[src/rtl/sprite_line_scheduler_if.sv]
// Bundle of the slot-table, pixel-ROM and line-buffer signals around the sprite line scheduler.
// master = scheduler side, slave = slot table / ROM / line buffer side.
interface sprite_line_scheduler_if #(
  parameter int unsigned NSLOT = 16,
  parameter int unsigned XW    = 10,
  parameter int unsigned YW    = 10
);
  localparam int unsigned IW = (NSLOT > 1) ? $clog2(NSLOT) : 1;

  logic          line_start;
  logic [YW-1:0] line_y;
  logic [IW-1:0] slot_idx;
  logic [2:0]    slot_state;
  logic          slot_side;
  logic [2:0]    slot_ctype;
  logic [XW-1:0] slot_x;
  logic [YW-1:0] slot_y;
  logic [6:0]    slot_w;
  logic [6:0]    slot_h;
  logic          rom_side;
  logic [2:0]    rom_ctype;
  logic [12:0]   rom_addr;
  logic [1:0]    rom_pixel;
  logic          lb_we;
  logic [XW-1:0] lb_addr;
  logic [2:0]    lb_data;
  logic          busy;
  logic          done;

  modport master (
    input  line_start, line_y,
    input  slot_state, slot_side, slot_ctype, slot_x, slot_y, slot_w, slot_h,
    input  rom_pixel,
    output slot_idx, rom_side, rom_ctype, rom_addr,
    output lb_we, lb_addr, lb_data, busy, done
  );

  modport slave (
    output line_start, line_y,
    output slot_state, slot_side, slot_ctype, slot_x, slot_y, slot_w, slot_h,
    output rom_pixel,
    input  slot_idx, rom_side, rom_ctype, rom_addr,
    input  lb_we, lb_addr, lb_data, busy, done
  );
endinterface

[src/rtl/sprite_line_scheduler.sv]
// Per-scanline sprite sequencer: scans the slot table, issues one pixel-ROM address per
// covered sprite column and writes opaque pixels to the line buffer after the ROM latency.
module sprite_line_scheduler #(
  parameter int unsigned NSLOT   = 16,
  parameter int unsigned ROM_LAT = 2,
  parameter int unsigned XW      = 10,
  parameter int unsigned YW      = 10
) (
  input  logic                     clk,
  input  logic                     rst,
  sprite_line_scheduler_if.master  bus
);

  localparam int unsigned IW = (NSLOT > 1) ? $clog2(NSLOT) : 1;
  localparam int unsigned DW = (ROM_LAT > 1) ? $clog2(ROM_LAT) : 1;
  localparam logic [IW-1:0] LAST_SLOT  = IW'(NSLOT - 1);
  localparam logic [DW-1:0] DRAIN_LAST = DW'(ROM_LAT - 1);

  typedef enum logic [2:0] {
    IDLE,
    SLOT,
    DRAW,
    DRAIN,
    DONE
  } state_e;

  typedef struct packed {
    logic          valid;
    logic          side;
    logic [XW-1:0] x;
  } tap_t;

  state_e        state_q, state_d;
  logic [YW-1:0] ly_q, ly_d;
  logic [IW-1:0] slot_idx_q, slot_idx_d;
  logic [XW-1:0] x_q, x_d;
  logic [6:0]    w_q, w_d;
  logic [6:0]    col_q, col_d;
  logic          rom_side_q, rom_side_d;
  logic [2:0]    rom_ctype_q, rom_ctype_d;
  logic [12:0]   rom_addr_q, rom_addr_d;
  logic [DW-1:0] drain_q, drain_d;
  logic          busy_q, busy_d;
  logic          done_q, done_d;

  tap_t          pipe_q [ROM_LAT];
  tap_t          push;
  tap_t          head;

  // Slot coverage test at YW+1 bits so slot_y+slot_h never wraps.
  logic [YW:0]   ly_ext, y_lo, y_hi;
  logic          hit;
  logic [6:0]    row;
  logic [XW:0]   xc;

  always_comb begin
    ly_ext = {1'b0, ly_q};
    y_lo   = {1'b0, bus.slot_y};
    y_hi   = y_lo + (YW+1)'(bus.slot_h);
    hit    = (bus.slot_state != 3'd0) && (ly_ext >= y_lo) && (ly_ext < y_hi);
    row    = 7'(ly_ext - y_lo);
    xc     = {1'b0, x_q} + (XW+1)'(col_q);
  end

  always_ff @(posedge clk) begin
    if (rst) begin
      state_q     <= IDLE;
      ly_q        <= '0;
      slot_idx_q  <= '0;
      x_q         <= '0;
      w_q         <= '0;
      col_q       <= '0;
      rom_side_q  <= 1'b0;
      rom_ctype_q <= '0;
      rom_addr_q  <= '0;
      drain_q     <= '0;
      busy_q      <= 1'b0;
      done_q      <= 1'b0;
    end else begin
      state_q     <= state_d;
      ly_q        <= ly_d;
      slot_idx_q  <= slot_idx_d;
      x_q         <= x_d;
      w_q         <= w_d;
      col_q       <= col_d;
      rom_side_q  <= rom_side_d;
      rom_ctype_q <= rom_ctype_d;
      rom_addr_q  <= rom_addr_d;
      drain_q     <= drain_d;
      busy_q      <= busy_d;
      done_q      <= done_d;
    end
  end

  always_comb begin
    state_d     = state_q;
    ly_d        = ly_q;
    slot_idx_d  = slot_idx_q;
    x_d         = x_q;
    w_d         = w_q;
    col_d       = col_q;
    rom_side_d  = rom_side_q;
    rom_ctype_d = rom_ctype_q;
    rom_addr_d  = rom_addr_q;
    drain_d     = drain_q;
    done_d      = 1'b0;

    unique case (state_q)
      IDLE: begin
        if (bus.line_start) begin
          ly_d       = bus.line_y;
          slot_idx_d = '0;
          state_d    = SLOT;
        end
      end
      SLOT: begin
        if (hit) begin
          rom_side_d  = bus.slot_side;
          rom_ctype_d = bus.slot_ctype;
          x_d         = bus.slot_x;
          w_d         = bus.slot_w;
          col_d       = '0;
          // Base address row*w is formed once per slot; columns then just increment it.
          rom_addr_d  = 13'(row * bus.slot_w);
          state_d     = DRAW;
        end else if (slot_idx_q == LAST_SLOT) begin
          drain_d = '0;
          state_d = DRAIN;
        end else begin
          slot_idx_d = slot_idx_q + 1'b1;
        end
      end
      DRAW: begin
        if (col_q == w_q - 7'd1) begin
          if (slot_idx_q == LAST_SLOT) begin
            drain_d = '0;
            state_d = DRAIN;
          end else begin
            slot_idx_d = slot_idx_q + 1'b1;
            state_d    = SLOT;
          end
        end else begin
          col_d      = col_q + 7'd1;
          rom_addr_d = rom_addr_q + 13'd1;
        end
      end
      DRAIN: begin
        if (drain_q == DRAIN_LAST) begin
          state_d = DONE;
        end else begin
          drain_d = drain_q + 1'b1;
        end
      end
      DONE: begin
        done_d  = 1'b1;
        state_d = IDLE;
      end
      default: state_d = IDLE;
    endcase

    busy_d = (state_d == SLOT) || (state_d == DRAW) || (state_d == DRAIN);
  end

  // Delay line aligns each issued column with the ROM data returned ROM_LAT cycles later.
  always_comb begin
    push.valid = (state_q == DRAW) && !xc[XW];
    push.side  = rom_side_q;
    push.x     = xc[XW-1:0];
  end

  always_ff @(posedge clk) begin
    if (rst) begin
      for (int unsigned i = 0; i < ROM_LAT; i++) begin
        pipe_q[i] <= '0;
      end
    end else begin
      pipe_q[0] <= push;
      for (int unsigned i = 1; i < ROM_LAT; i++) begin
        pipe_q[i] <= pipe_q[i-1];
      end
    end
  end

  assign head = pipe_q[ROM_LAT-1];

  // Pixel value 2'b11 is transparent and leaves the line buffer untouched.
  always_comb begin
    bus.lb_we   = head.valid && (bus.rom_pixel != 2'b11);
    bus.lb_addr = bus.lb_we ? head.x : '0;
    bus.lb_data = bus.lb_we ? {head.side, bus.rom_pixel} : '0;
  end

  assign bus.slot_idx  = slot_idx_q;
  assign bus.rom_side  = rom_side_q;
  assign bus.rom_ctype = rom_ctype_q;
  assign bus.rom_addr  = rom_addr_q;
  assign bus.busy      = busy_q;
  assign bus.done      = done_q;

endmodule

[src/flat_wrapper.sv]
// flat-port wrapper written by rule: the top's interface ports become plain ports
module sprite_line_scheduler_flat 
#(
  parameter int unsigned NSLOT   = 16,
  parameter int unsigned ROM_LAT = 2,
  parameter int unsigned XW      = 10,
  parameter int unsigned YW      = 10
)
  (clk, rst, bus_line_start, bus_line_y, bus_slot_state, bus_slot_side, bus_slot_ctype, bus_slot_x, bus_slot_y, bus_slot_w, bus_slot_h, bus_rom_pixel, bus_slot_idx, bus_rom_side, bus_rom_ctype, bus_rom_addr, bus_lb_we, bus_lb_addr, bus_lb_data, bus_busy, bus_done);
  sprite_line_scheduler_if #(.NSLOT(NSLOT), .XW(XW), .YW(YW)) bus_i ();
  input  logic clk;
  input  logic rst;
  input wire logic [$bits(bus_i.line_start)-1:0] bus_line_start;
  input wire logic [$bits(bus_i.line_y)-1:0] bus_line_y;
  input wire logic [$bits(bus_i.slot_state)-1:0] bus_slot_state;
  input wire logic [$bits(bus_i.slot_side)-1:0] bus_slot_side;
  input wire logic [$bits(bus_i.slot_ctype)-1:0] bus_slot_ctype;
  input wire logic [$bits(bus_i.slot_x)-1:0] bus_slot_x;
  input wire logic [$bits(bus_i.slot_y)-1:0] bus_slot_y;
  input wire logic [$bits(bus_i.slot_w)-1:0] bus_slot_w;
  input wire logic [$bits(bus_i.slot_h)-1:0] bus_slot_h;
  input wire logic [$bits(bus_i.rom_pixel)-1:0] bus_rom_pixel;
  output wire logic [$bits(bus_i.slot_idx)-1:0] bus_slot_idx;
  output wire logic [$bits(bus_i.rom_side)-1:0] bus_rom_side;
  output wire logic [$bits(bus_i.rom_ctype)-1:0] bus_rom_ctype;
  output wire logic [$bits(bus_i.rom_addr)-1:0] bus_rom_addr;
  output wire logic [$bits(bus_i.lb_we)-1:0] bus_lb_we;
  output wire logic [$bits(bus_i.lb_addr)-1:0] bus_lb_addr;
  output wire logic [$bits(bus_i.lb_data)-1:0] bus_lb_data;
  output wire logic [$bits(bus_i.busy)-1:0] bus_busy;
  output wire logic [$bits(bus_i.done)-1:0] bus_done;
  assign bus_i.line_start = bus_line_start;
  assign bus_i.line_y = bus_line_y;
  assign bus_i.slot_state = bus_slot_state;
  assign bus_i.slot_side = bus_slot_side;
  assign bus_i.slot_ctype = bus_slot_ctype;
  assign bus_i.slot_x = bus_slot_x;
  assign bus_i.slot_y = bus_slot_y;
  assign bus_i.slot_w = bus_slot_w;
  assign bus_i.slot_h = bus_slot_h;
  assign bus_i.rom_pixel = bus_rom_pixel;
  assign bus_slot_idx = bus_i.slot_idx;
  assign bus_rom_side = bus_i.rom_side;
  assign bus_rom_ctype = bus_i.rom_ctype;
  assign bus_rom_addr = bus_i.rom_addr;
  assign bus_lb_we = bus_i.lb_we;
  assign bus_lb_addr = bus_i.lb_addr;
  assign bus_lb_data = bus_i.lb_data;
  assign bus_busy = bus_i.busy;
  assign bus_done = bus_i.done;
  sprite_line_scheduler #(.NSLOT(NSLOT), .ROM_LAT(ROM_LAT), .XW(XW), .YW(YW)) u_core (.clk(clk), .rst(rst), .bus(bus_i));
endmodule
[config.mk]
export PLATFORM = sky130hd
export DESIGN_NAME = sprite_line_scheduler_flat
export DESIGN_NICKNAME = d
export VERILOG_FILES = /design/src/rtl/sprite_line_scheduler_if.sv /design/src/rtl/sprite_line_scheduler.sv /design/src/flat_wrapper.sv
export SDC_FILE = /design/constraint.sdc
export NUM_CORES = 1
export LEC_CHECK = 0
export ABC_AREA = 1
export BUFFER_PORTS_ARGS = -buffer_cell sky130_fd_sc_hd__buf_4
export CORE_MARGIN = 2
export CORE_UTILIZATION = 35
export CTS_CLUSTER_SIZE = 40
export DETAILED_ROUTE_END_ITERATION = 6
export PLACE_DENSITY_LB_ADDON = 0.25
export SYNTH_ARGS = -nofsm -noshare
export SYNTH_HDL_FRONTEND = slang
export SYNTH_SLANG_ARGS = --single-unit
[constraint.sdc]
create_clock -name clk -period 5.8 [get_ports clk]
set_input_delay 0.87 -clock clk [delete_from_list [all_inputs] [get_ports clk]]
set_output_delay 0.87 -clock clk [all_outputs]
set_load 0.1 [all_outputs]
### After elaboration in Yosys (flattened, before gate mapping)

Memories as Yosys holds them, arrays and structs flattened.
Index checks and enable logic that the tools add are counted.

* register bits after elaboration: 61
* memory bits (writable): 24
* output and inout port bits: 37
* word-level logic and storage cells: 89
* memories kept: 1

Memories
* u_core.pipe_q: depth 2, width 12, read ports 2, clocked after memory_dff 0, wr ports 2, RTL line sprite_line_scheduler.sv:46 `tap_t pipe_q [ROM_LAT];`

* add/subtract/negate cells: 8
* multipliers: 1
* order comparisons: 2
* eq/ne operators: 15
* muxes and demuxes: 31
* bitwise operators: 2
* reduce and logical (&&, ||, !) cells: 17

Operators by type and width (number)
* 2-to-1 mux 13 bit: 2
* one-hot mux 13 bit (2 select lines): 1
* 2-to-1 mux 12 bit: 2
* adder 10 x 7 -> 11 bit: 2
* 2-to-1 mux 3 bit: 6
* 2-to-1 mux 4 bit: 4
* 2-to-1 mux 7 bit: 2
* one-hot mux 7 bit (2 select lines): 1
* adder 13 x 1 -> 13 bit, second input constant: 1
* multiplier 7 x 7 -> 13 bit: 1
* == test 3 x 2 -> 1 bit, second input constant: 4
* one-hot mux 3 bit (4 select lines): 1
* one-hot mux 4 bit (3 select lines): 1
* < comparator 10 x 11 -> 1 bit: 1
* greater-or-equal comparator 10 bit: 1
* 2-to-1 mux 10 bit: 1
* nonzero test 3 bit: 3
* 2-to-1 mux 1 bit: 8
* != test 2 bit, second input constant: 4
* adder 7 x 1 -> 7 bit, second input constant: 1
* == test 7 bit: 1
* subtractor 7 x 1 -> 7 bit, second input constant: 1
* subtractor 7 bit: 1
* == test 3 x 1 -> 1 bit, second input constant: 2
* other kinds (16): 24

### Longest topological paths before layout

Gate-level depths: netlist of run 1.

* depth after elaboration: 8
* mapped depth: 29

### Worst setup path before layout of run 1

OpenSTA, ideal clock, no wires.

* path kind: input to register
* from: input bus_slot_y[0]
* to: register u_core.rom_addr_q[12], in the netlist u_core.bus.rom_addr[12]
* library setup time: 113 ps
* arrival time: 5391 ps
* required time: 5687 ps
* slack: 297 ps
* stages on the path: 24
* path buffers: 0
* cell sequence: ha_1 inv_1 fa_1 a31oi_1 xor2_1 nor2_1 fa_1 inv_1 fa_1 inv_1 fa_1 inv_1 fa_1 inv_1 ha_1 nand2_1 a21oi_1 o21ai_0 nand4_1 nand3b_1 nand3_1 nand2_1 nor2_1 nor2_1

* word-level cells in the longest chain between the ends: 5
* elaborated cells on any way between the ends: 11

Ends and longest elaborated chain
* start: declaration: RTL line flat_wrapper.sv:19 `input wire logic [$bits(bus_i.slot_y)-1:0] bus_slot_y;`
* parallel branches: the longest is 5 deep, another holds multiplier 7 x 7 -> 13 bit
* end signal: assignment: RTL line sprite_line_scheduler.sv:88 `rom_addr_q <= rom_addr_d;`
* end: declaration: RTL line sprite_line_scheduler.sv:41 `logic [12:0] rom_addr_q, rom_addr_d;`

Several ways; the timed one is not identified. The select of a mux whose other input is x is not followed.
A chain may end at the register's enable or synchronous reset.

### Final worst setup path of run 1

* from: input bus_slot_y[2]
* to: register u_core.rom_addr_q[12], in the netlist u_core.bus.rom_addr[12]

Same word-level chain as after synthesis.

==> results of run 1 <==
stage by stage:
step	power, mW	utilization	hold slack, ps	setup slack [ps]
CTS	3.29	0.421	398	468
detailed placement	2.67	0.405	392	114
global route	3.58	0.421	417	135
floorplan	2.20	-	388	297
global placement	2.68	0.405	390	145
finish	3.27	0.421	396	471
registers in the layout (all words and copies together), names as in the netlist:
signal	count
u_core.pipe_q	24
u_core.drain_q	1
u_core.bus.done	1
u_core.bus.rom_side	1
u_core.col_q	7
u_core.w_q	7
u_core.bus.rom_addr	13
u_core.x_q	10
u_core.bus.busy	1
u_core.bus.rom_ctype	3
u_core.bus.slot_idx	4
u_core.state_q	3
u_core.ly_q	10
worst max-delay path: stages:
cell      delay [ps]
buf_4             90
inv_1             40
ha_1             350
a21oi_1          150
nand2_1           90
nand2_1           70
nand2_1           50
a21oi_1          150
xor2_1           210
nor2_1            70
fa_1             470
inv_1             40
fa_1             470
inv_1             50
fa_1             530
inv_1             50
fa_1             520
inv_1             40
ha_1             340
nand2_1          130
a21oi_1           60
o21ai_0          150
nand4_1          120
nand3b_1         170
nand3_1           80
nand2_1           70
nor2_1            80
nor2_1            50
layer usage:
| layer | global-route usage | up-vias |
|---|---|---|
| li1 | - | 3216 |
| met1 | 0.225 | 2768 |
| met2 | 0.288 | 114 |
| met3 | 0.0299 | 11 |
| met4 | 0.0416 | 0 |
| met5 | 0 | - |
cell families (layout without fill, tap and decap cells):
group                    count (synthesis)  count (layout)
XOR/XNOR                                29              29
buffers and inverters                  184             277
flip-flops                              85              85
AND/OR/NAND/NOR                        409             409
adder cells (fa/ha/maj)                 93              93
AO/OA/AOI/OAI                          151             151
final cells by class:
class / count / area share
clock buffer: 9 / 0.0289
clock inverter: 7 / 0.00930
inverter: 158 / 0.0760
multi-input combinational: 682 / 0.531
sequential: 85 / 0.218
tap: 234 / 0.0375
timing repair buffer: 103 / 0.0991
report_power, final:
| part | internal (mW) | switching (mW) | leakage [nW] |
|---|---|---|---|
| registers | 0.638 | 0.0587 | 0.691 |
| logic | 0.728 | 1.26 | 2.98 |
| clock network | 0.335 | 0.254 | 0.142 |
| total | 1.70 | 1.57 | 3.81 |
final timing paths:
check                       start                       to  slack [ps]  cells past startpoint
min          u_core.pipe_q[0][11]     u_core.pipe_q[0][23]         400                      2
max reg2reg        u_core.ly_q[0]  u_core.bus.rom_addr[12]         700                     25
min reg2reg  u_core.pipe_q[0][11]     u_core.pipe_q[0][23]         400                      2
max                 bus_slot_y[2]  u_core.bus.rom_addr[12]         470                     28
placed cells by master (no fill, tap or decap), types with 2 or more instances in the layout:
cell and count:
nand3_1 65, nor3b_1 2, nand3b_1 5, inv_1 155, nor2_2 2, o211ai_1 2
a31oi_1 4, o22ai_1 2, o21a_1 2, o21ai_0 49, nor3_1 6, nand3_2 2
ha_1 67, xor2_1 18, fa_1 26, clkinv_1 2, clkbuf_16 9, dfxtp_1 85
a21oi_1 83, clkinv_2 2, nand4_1 13, nand2_2 2, clkinvlp_4 2, inv_6 2
o21bai_1 4, nor2_1 127, or2_2 4, o31ai_1 2, buf_4 103, xnor2_1 11
nand2_1 178
==> out/summary.txt, run 1 <==
Final HPWL DP: 12500 um
crit end category: flip-flop
Yosys reg bits: 85
Cell Pwr Density: 419 nW/um^2
total grt overflow: 0
Final #Nets: 1188
worst skew pair latency: 350 ps
CP Launch Type: input port
Primary FF master, synth: dfxtp_1
Fmax achieved: 0.188 GHz
Commonest cells post-synth: nand2_1, inv_1, nor2_1
M1 WL: 7810 um
drt pass-1 iters: 5
first-pass GRT wire length: 27700 um
fin cells: 1278
CTS Buffer Depth: 2
DRT iter0 DRCs: 378
CTS clk-pin slew, worst paths: 70 ps
Hold Path Class: flip-flop to flip-flop
Root Driver: clkbuf_16
Post-Synthesis Cells: 951
Worst Path Required: 6050 ps
WL met3: 620 um
clock skew: 13.5 ps
Seq/Total Area, Yosys: 0.260
Top Ports: 93
mux contribution to synthesized area: 0
compound-gate portion of the synthesized area: 0.121
initial antenna violation count: 0
setup bufs post-CTS: 0
largest net degree at the start of global routing: 43
P&R area growth vs syn: 19.0%
Final Hold Vio Count: 0
drt wl/cell: 12.6 um
Worst slew margin: 0.465
layout cells sized above 1: 0.126
CP Max Fanout: 6
Num CTS Buffers: 9
WS Path Type: input port to flip-flop
CTS HTree Levels: 3
vias per cell: 4.78
Final Instance Area: 7800 sq um
worst vdd ir: 0.207 mV
fin crit share: 0.919
placer congestion estimate: 0.938
Simple-Gate Fraction of Synth Area: 0.265
number of fillers in the final layout: 1943
post-route DRC violation count: 0
Chip Height: 141 um
cell row count: 50
Routed Antenna Nets: 0
total wire length: 16100 um
main combinational cell family by area after synthesis: simple AND/OR/NAND/NOR gates
clock sinks: 85
most common cell in the netlist: nand2_1
CTS tree: yes
die area: 19800 sq um
Post-Syn Area per Cell: 6.89 sq um
met2 wire length: 7480 um
Via Count: 6109
GRT Overall Usage: 0.170
hold buffers post-CTS: 0
leading area contributor after synthesis: dfxtp_1
Final Critical Period: 5330 ps
Placed Instances: 1262
I/O Buffers: 92
Leak: 3.81 nW
RSZ-0062 raised after global routing: false
post-cts sizing count: 0
Slew @ Worst Pin: 800 ps
register area: 1700 sq um
die width: 141 um
top cells by area, synth: dfxtp_1, ha_1, nand2_1
max_cap viols: 0
Core Area: 18500 sq um
post-synth top area share: 0.260
Synth Area in Adders: 0.207
Multi-input gate area: 4150 sq um
Final setup viols: 0
Post-synth EDFFs: 0
Worst Path Arrival: 5570 ps
Area after DPL: 7510 sq um
status: complete, no violations
Starting Density: 0.354
XOR/XNOR Fraction of Synth Area: 0.0387
Slew Limit Fails: 0
uppermost layer routed: met4
Setup TNS: 0 ps
Net Count, Synth: 1100
mapped cell area: 6560 sq um
async set or reset register ratio after synthesis: 0
# diodes: 0
vias in the first global route: 5836
Yosys cell types: 37
Yosys Warn Count: 0
Power figures use the tool's default switching activity.
==> inputs of run 2 (changes only) <==
==> constraint.sdc (replaced) <==
create_clock -name clk -period 5.8 [get_ports clk]
set_input_delay 0.29 -clock clk [delete_from_list [all_inputs] [get_ports clk]]
set_output_delay 0.29 -clock clk [all_outputs]
set_load 0.1 [all_outputs]
==> out/summary.txt, run 2 (synthesis results as in run 1) <==
I/O Buffers: 92 (unchanged)
CP dominant cell by count: inv_1
max FFs per register: 24 (unchanged)
vias in the first global route: 5786 (-0.86%)
fin crit share: 0.899 (-0.0194)
Fmax achieved: 0.192 GHz (+2.2%)
R2R setup slack: 580 ps (-120 ps)
Hold Path End: u_core.ly_q[8]
Hold Crit Start: bus_line_y[8]
CP Max Fanout: 6 (unchanged)
RSZ-0062 raised after global routing: false
CTS tree: yes
worst vdd ir: 0.258 mV (+25%)
Root Driver: clkbuf_16
largest net degree at the start of global routing: 51 (+19%)
crit end category: flip-flop
clock sinks: 85 (unchanged)
uppermost layer routed: met4
drt pass-1 iters: 4 (-1)
Core Area: 18500 sq um (unchanged)
M1 WL: 7690 um (-1.6%)
Routed Antenna Nets: 0 (unchanged)
slowest CP cell: fa_1
Setup TNS: 0 ps (unchanged)
CP Launch Type: flip-flop
CTS HTree Levels: 3 (unchanged)
status: complete, no violations
CTS clk-pin slew, worst paths: 70 ps (about the same)
vias per cell: 4.69 (-1.8%)
reg2reg end: u_core.bus.rom_addr[9]
cell row count: 50 (unchanged)
most frequent cells in the layout: nand2_1, inv_1, nor2_1
Largest Register: u_core.pipe_q
CTS Buffer Depth: 2 (unchanged)
Area after DPL: 7460 sq um (-0.60%)
reg-to-reg critical path startpoint: u_core.ly_q[0]
Top Ports: 93 (unchanged)
hold buffers post-CTS: 0 (unchanged)
Worst slew margin: 0.420 (-0.0454)
Leak: 3.79 nW (-0.49%)
Cell Pwr Density: 421 nW/um^2 (+0.37%)
CP bufs+invs: 7 (+1)
post-route DRC violation count: 0 (unchanged)
Final Hold Vio Count: 0 (unchanged)
Critical Path Max Stage Delay: 540 ps (about the same)
Final Critical Period: 5220 ps (-112 ps)
post-cts sizing count: 0 (unchanged)
Via Count: 5971 (-2.3%)
Num CTS Buffers: 9 (unchanged)
drt wl/cell: 12.5 um (-0.91%)
Hold Path Class: input port to flip-flop
worst-path cell chain: inv_1 -> ha_1 -> inv_1 -> fa_1 -> or2_2 -> nand2_1 -> inv_1 -> nand2_1 -> fa_1 -> fa_1 -> inv_1 -> fa_1 -> inv_1 -> fa_1 -> inv_1 -> ha_1 -> inv_1 -> o21bai_1 -> a21oi_1 -> nand2_1 -> nor2_1 -> o21ai_0 -> nand3_1 -> a21oi_1
initial antenna violation count: 0 (unchanged)
R2R cell count: 24 (-4.0%)
Worst Path Required: 6060 ps (about the same)
# diodes: 0 (unchanged)
worst skew pair latency: 340 ps (about the same)
Final HPWL DP: 12400 um (-0.76%)
WL met3: 521 um (-16%)
layout cells sized above 1: 0.120 (-0.00601)
Final Instance Area: 7790 sq um (-0.21%)
max_cap viols: 0 (unchanged)
die width: 141 um (unchanged)
die area: 19800 sq um (unchanged)
clock skew: 16.4 ps (+2.91 ps)
placer congestion estimate: 0.910 (-3.0%)
pre-CTS setup slack: 620 ps (+506 ps)
Chip Height: 141 um (unchanged)
total grt overflow: 0 (unchanged)
Final #Nets: 1182 (-0.51%)
worst setup margin: 584 ps (+112 ps)
first-pass GRT wire length: 26800 um (-3.1%)
total wire length: 15900 um (-1.4%)
Worst Path Arrival: 5470 ps (-100 ps)
Starting Density: 0.354 (unchanged)
Final setup viols: 0 (unchanged)
P&R area growth vs syn: 18.8%
Slew @ Worst Pin: 869 ps (+69.0 ps)
Slew Limit Fails: 0 (unchanged)
GRT Overall Usage: 0.165 (-0.00479)
met2 wire length: 7480 um (-0.11%)
setup bufs post-CTS: 0 (unchanged)
Hold Crit Depth: 3 (+1)
DRT iter0 DRCs: 327 (-13%)
commonest non-fill, non-tap cell in the layout: nand2_1
CP top delay family: adder cells
WS Path Type: flip-flop to flip-flop
-- run 2: cell count changes in the layout (fill, tap and decap cells not counted), sizes merged --
cell | before | now
clkinv | 4 | 3
inv | 158 | 156
clkbuf | 9 | 11
buf | 103 | 97
bufinv | 1 | 2
-- run 2: cell type report --
cell class	count	area, sq um
Clock buffer	11	243
Clock inverter	5	83.8
Fill cell	1958	10700
Inverter	158	593
Multi-Input combinational cell	682	4150
Sequential cell	85	1700
Tap cell	234	293
Timing Repair Buffer	97	728
-- run 2: routing by layer --
metal | vias up | global-route usage
met2 | 105 | 0.292
met4 | 0 | 0.0447
met1 | 2658 | 0.211
met3 | 16 | 0.0207
li1 | 3192 | -
met5 | - | 0
-- run 2: tightest hold or removal path: stages --
cell     delay, ps
buf_4           70
o21ai_0         70
nor2_1          70
-- run 2: metrics by stage --
stage / cells / total power, mW / utilization / hold WS (ps)
4_1_cts: 1272 / 3.30 / 0.421 / 187
2_1_floorplan: 951 / 2.20 / - / 388
5_1_grt: 1272 / 3.59 / 0.421 / 208
3_3_place_gp: 1256 / 2.65 / 0.403 / 392
6_report: 1272 / 3.28 / 0.421 / 197
3_5_place_dp: 1256 / 2.64 / 0.403 / 393
-- run 2: report_power, final --
part / switching, mW / internal [mW]
Combinational: 1.24 / 0.705
Clock: 0.240 / 0.390
Sequential: 0.0587 / 0.638
Total: 1.54 / 1.73
-- run 2: worst max-delay path by stage --
| stage | start | to | slack, ps | cells after the start |
|---|---|---|---|---|
| floorplan | u_core.ly_q[0] | u_core.bus.rom_addr[12] | 810 | 25 |
| global placement | bus_slot_y[2] | u_core.bus.rom_addr[12] | 660 | 29 |
| detailed placement | bus_slot_y[0] | u_core.bus.rom_addr[12] | 620 | 25 |
| CTS | u_core.ly_q[0] | u_core.bus.rom_addr[12] | 600 | 25 |
| global route | u_core.ly_q[0] | u_core.bus.rom_addr[12] | 210 | 26 |
| finish | u_core.ly_q[0] | u_core.bus.rom_addr[9] | 580 | 24 |
==> inputs of run 3 (changes only) <==
ABC_CLOCK_PERIOD_IN_PS = 5800   (was not set)
CELL_PAD_IN_SITES_DETAIL_PLACEMENT = 1   (was not set)
CELL_PAD_IN_SITES_GLOBAL_PLACEMENT = 1   (was not set)
==> out/summary.txt, run 3 (synthesis results as in run 1) <==
CTS Buffer Depth: 2 (unchanged)
placer congestion estimate: 0.880 (-3.3%)
clock group share of total power: 0.178 (-0.014)
reg2reg end: u_core.bus.rom_addr[12]
Fmax achieved: 0.192 GHz (about the same)
Worst Path Arrival: 5460 ps (about the same)
RSZ-0062 raised after global routing: false
Final HPWL DP: 14300 um (+15%)
Largest Register: u_core.pipe_q
Root Driver: clkbuf_16
total grt overflow: 0 (unchanged)
Final #Nets: 1183 (+0.085%)
Leak: 3.79 nW (about the same)
vias per cell: 4.90 (+4.3%)
total wire length: 18200 um (+14%)
R2R setup slack: 580 ps (about the same)
I/O Buffers: 92 (unchanged)
Worst Path Required: 6040 ps (-20 ps)
GRT Overall Usage: 0.193 (+0.0277)
Core Area: 18500 sq um (unchanged)
Hold WS: 202 ps (+5.51 ps)
worst vdd ir: 0.431 mV (+67%)
commonest non-fill, non-tap cell in the layout: nand2_1
setup bufs post-CTS: 0 (unchanged)
Final Hold Vio Count: 0 (unchanged)
Hold Crit Start: bus_line_y[8]
initial antenna violation count: 0 (unchanged)
hold buffers post-CTS: 0 (unchanged)
CP Max Fanout: 6 (unchanged)
cell row count: 50 (unchanged)
Routed Antenna Nets: 0 (unchanged)
worst skew pair latency: 350 ps (about the same)
max_cap viols: 0 (unchanged)
sequential share of power: 0.214 (about the same)
post-cts sizing count: 0 (unchanged)
Hold Path Class: input port to flip-flop
first-pass GRT wire length: 31100 um (+16%)
Starting Density: 0.354 (unchanged)
Top Ports: 93 (unchanged)
Cell Pwr Density: 420 nW/um^2 (-0.24%)
Hold Path End: u_core.ly_q[8]
R2R cell count: 25 (+4.2%)
drt wl/cell: 14.3 um (+14%)
die width: 141 um (unchanged)
largest net degree at the start of global routing: 51 (unchanged)
DRT iter0 DRCs: 195 (-40%)
post-route DRC violation count: 0 (unchanged)
vias in the first global route: 6351 (+9.8%)
clock sinks: 85 (unchanged)
CP Launch Type: flip-flop
Switching Fraction: 0.493 (+0.0219)
Setup TNS: 0 ps (unchanged)
P&R area growth vs syn: 18.4%
Psw: 1.61 mW (+4.1%)
drt pass-1 iters: 4 (unchanged)
Chip Height: 141 um (unchanged)
Hold Crit Depth: 3 (unchanged)
clock skew: 11.2 ps (-5.26 ps)
Via Count: 6232 (+4.4%)
power share of the combinational group: 0.608 (+0.013)
max FFs per register: 24 (unchanged)
crit end category: flip-flop
CTS HTree Levels: 3 (unchanged)
die area: 19800 sq um (unchanged)
Final setup viols: 0 (unchanged)
most frequent cells in the layout: nand2_1, inv_1, nor2_1
P_int: 1.65 mW (-4.7%)
CTS clk-pin slew, worst paths: 70 ps (about the same)
reg-to-reg critical path startpoint: u_core.ly_q[0]
layout cells sized above 1: 0.122 (+0.00181)
Slew Limit Fails: 0 (unchanged)
# diodes: 0 (unchanged)
Worst slew margin: 0.371 (-0.0487)
status: complete, no violations
fin crit share: 0.899 (about the same)
WS Path Type: flip-flop to flip-flop
Slew @ Worst Pin: 942 ps (+73.0 ps)
Final Critical Period: 5220 ps (-1.25 ps)
Num CTS Buffers: 9 (unchanged)
CTS tree: yes
==> run 3: cell count changes in the layout (fill, tap and decap cells not counted) <==
| cell | change |
|---|---|
| inv_6 | +3 |
| inv_8 | +3 |
| bufinv_16 | -2 |
| clkinvlp_4 | -2 |
| buf_4 | +1 |
| clkbuf_1 | -1 |
| clkbuf_8 | -1 |
==> run 3: through the flow <==
step / setup slack [ps] / instances / area, sq um / util / total power, mW
2_1_floorplan: 807 / 951 / 6560 / - / 2.20
3_3_place_gp: 663 / 1257 / 7470 / 0.403 / 2.66
3_5_place_dp: 572 / 1257 / 7470 / 0.403 / 2.71
4_1_cts: 564 / 1273 / 7760 / 0.419 / 3.31
5_1_grt: 151 / 1273 / 7760 / 0.419 / 3.61
6_report: 585 / 1273 / 7760 / 0.419 / 3.26
==> run 3: routing by layer <==
layer | GRT usage | part of all wire | vias up
met1 | 0.248 | 0.48 | 2962
li1 | - | - | 3197
met2 | 0.345 | 0.49 | 62
met5 | 0 | 0 | -
met3 | 0.0289 | 0.023 | 11
met4 | 0.0353 | 0.0076 | 0
==> run 3: power by group through the flow <==
stage / logic, mW / registers [mW] / clock network (mW)
2_1_floorplan: 1.31 / 0.894 / 0
3_3_place_gp: 1.95 / 0.710 / 0
3_5_place_dp: 2.00 / 0.711 / 0
4_1_cts: 2.01 / 0.698 / 0.600
5_1_grt: 2.28 / 0.706 / 0.625
6_report: 1.98 / 0.697 / 0.579
==> run 3: how the worst max path moves through the flow <==
stage / slack, ps / to / startpoint / cells past startpoint
after floorplan: 810 / u_core.bus.rom_addr[12] / u_core.ly_q[0] / 25
after global placement: 660 / u_core.bus.rom_addr[8] / bus_slot_y[0] / 24
after detailed placement: 570 / u_core.bus.rom_addr[12] / bus_slot_y[0] / 25
after CTS: 560 / u_core.bus.rom_addr[12] / u_core.ly_q[0] / 25
after global routing: 150 / u_core.bus.rom_addr[9] / u_core.ly_q[0] / 25
final: 580 / u_core.bus.rom_addr[12] / u_core.ly_q[0] / 25
==> run 3: final cells by class <==
cell class                      instances  area (sq um)
Clock buffer                            9           225
Clock inverter                          7          68.8
Fill cell                            2406         10800
Inverter                              158           593
Multi-Input combinational cell        682          4150
Sequential cell                        85          1700
Tap cell                              234           293
Timing Repair Buffer                   98           736
==> run 3: critical path, cell delays in order, from the launching register on <==
cell and delay, ps:
dfxtp_1 300, inv_1 80, ha_1 150, inv_1 60, fa_1 430, or2_2 300
nand2_1 170, inv_1 80, nand2_1 80, fa_1 440, fa_1 550, inv_1 60
fa_1 530, inv_1 60, fa_1 530, inv_1 40, ha_1 340, nand2_1 120
a21oi_1 50, o21ai_0 160, nand4_1 120, nand3b_1 170, nand3_1 90, nand2_1 50
nor2_1 80, nor2_1 60
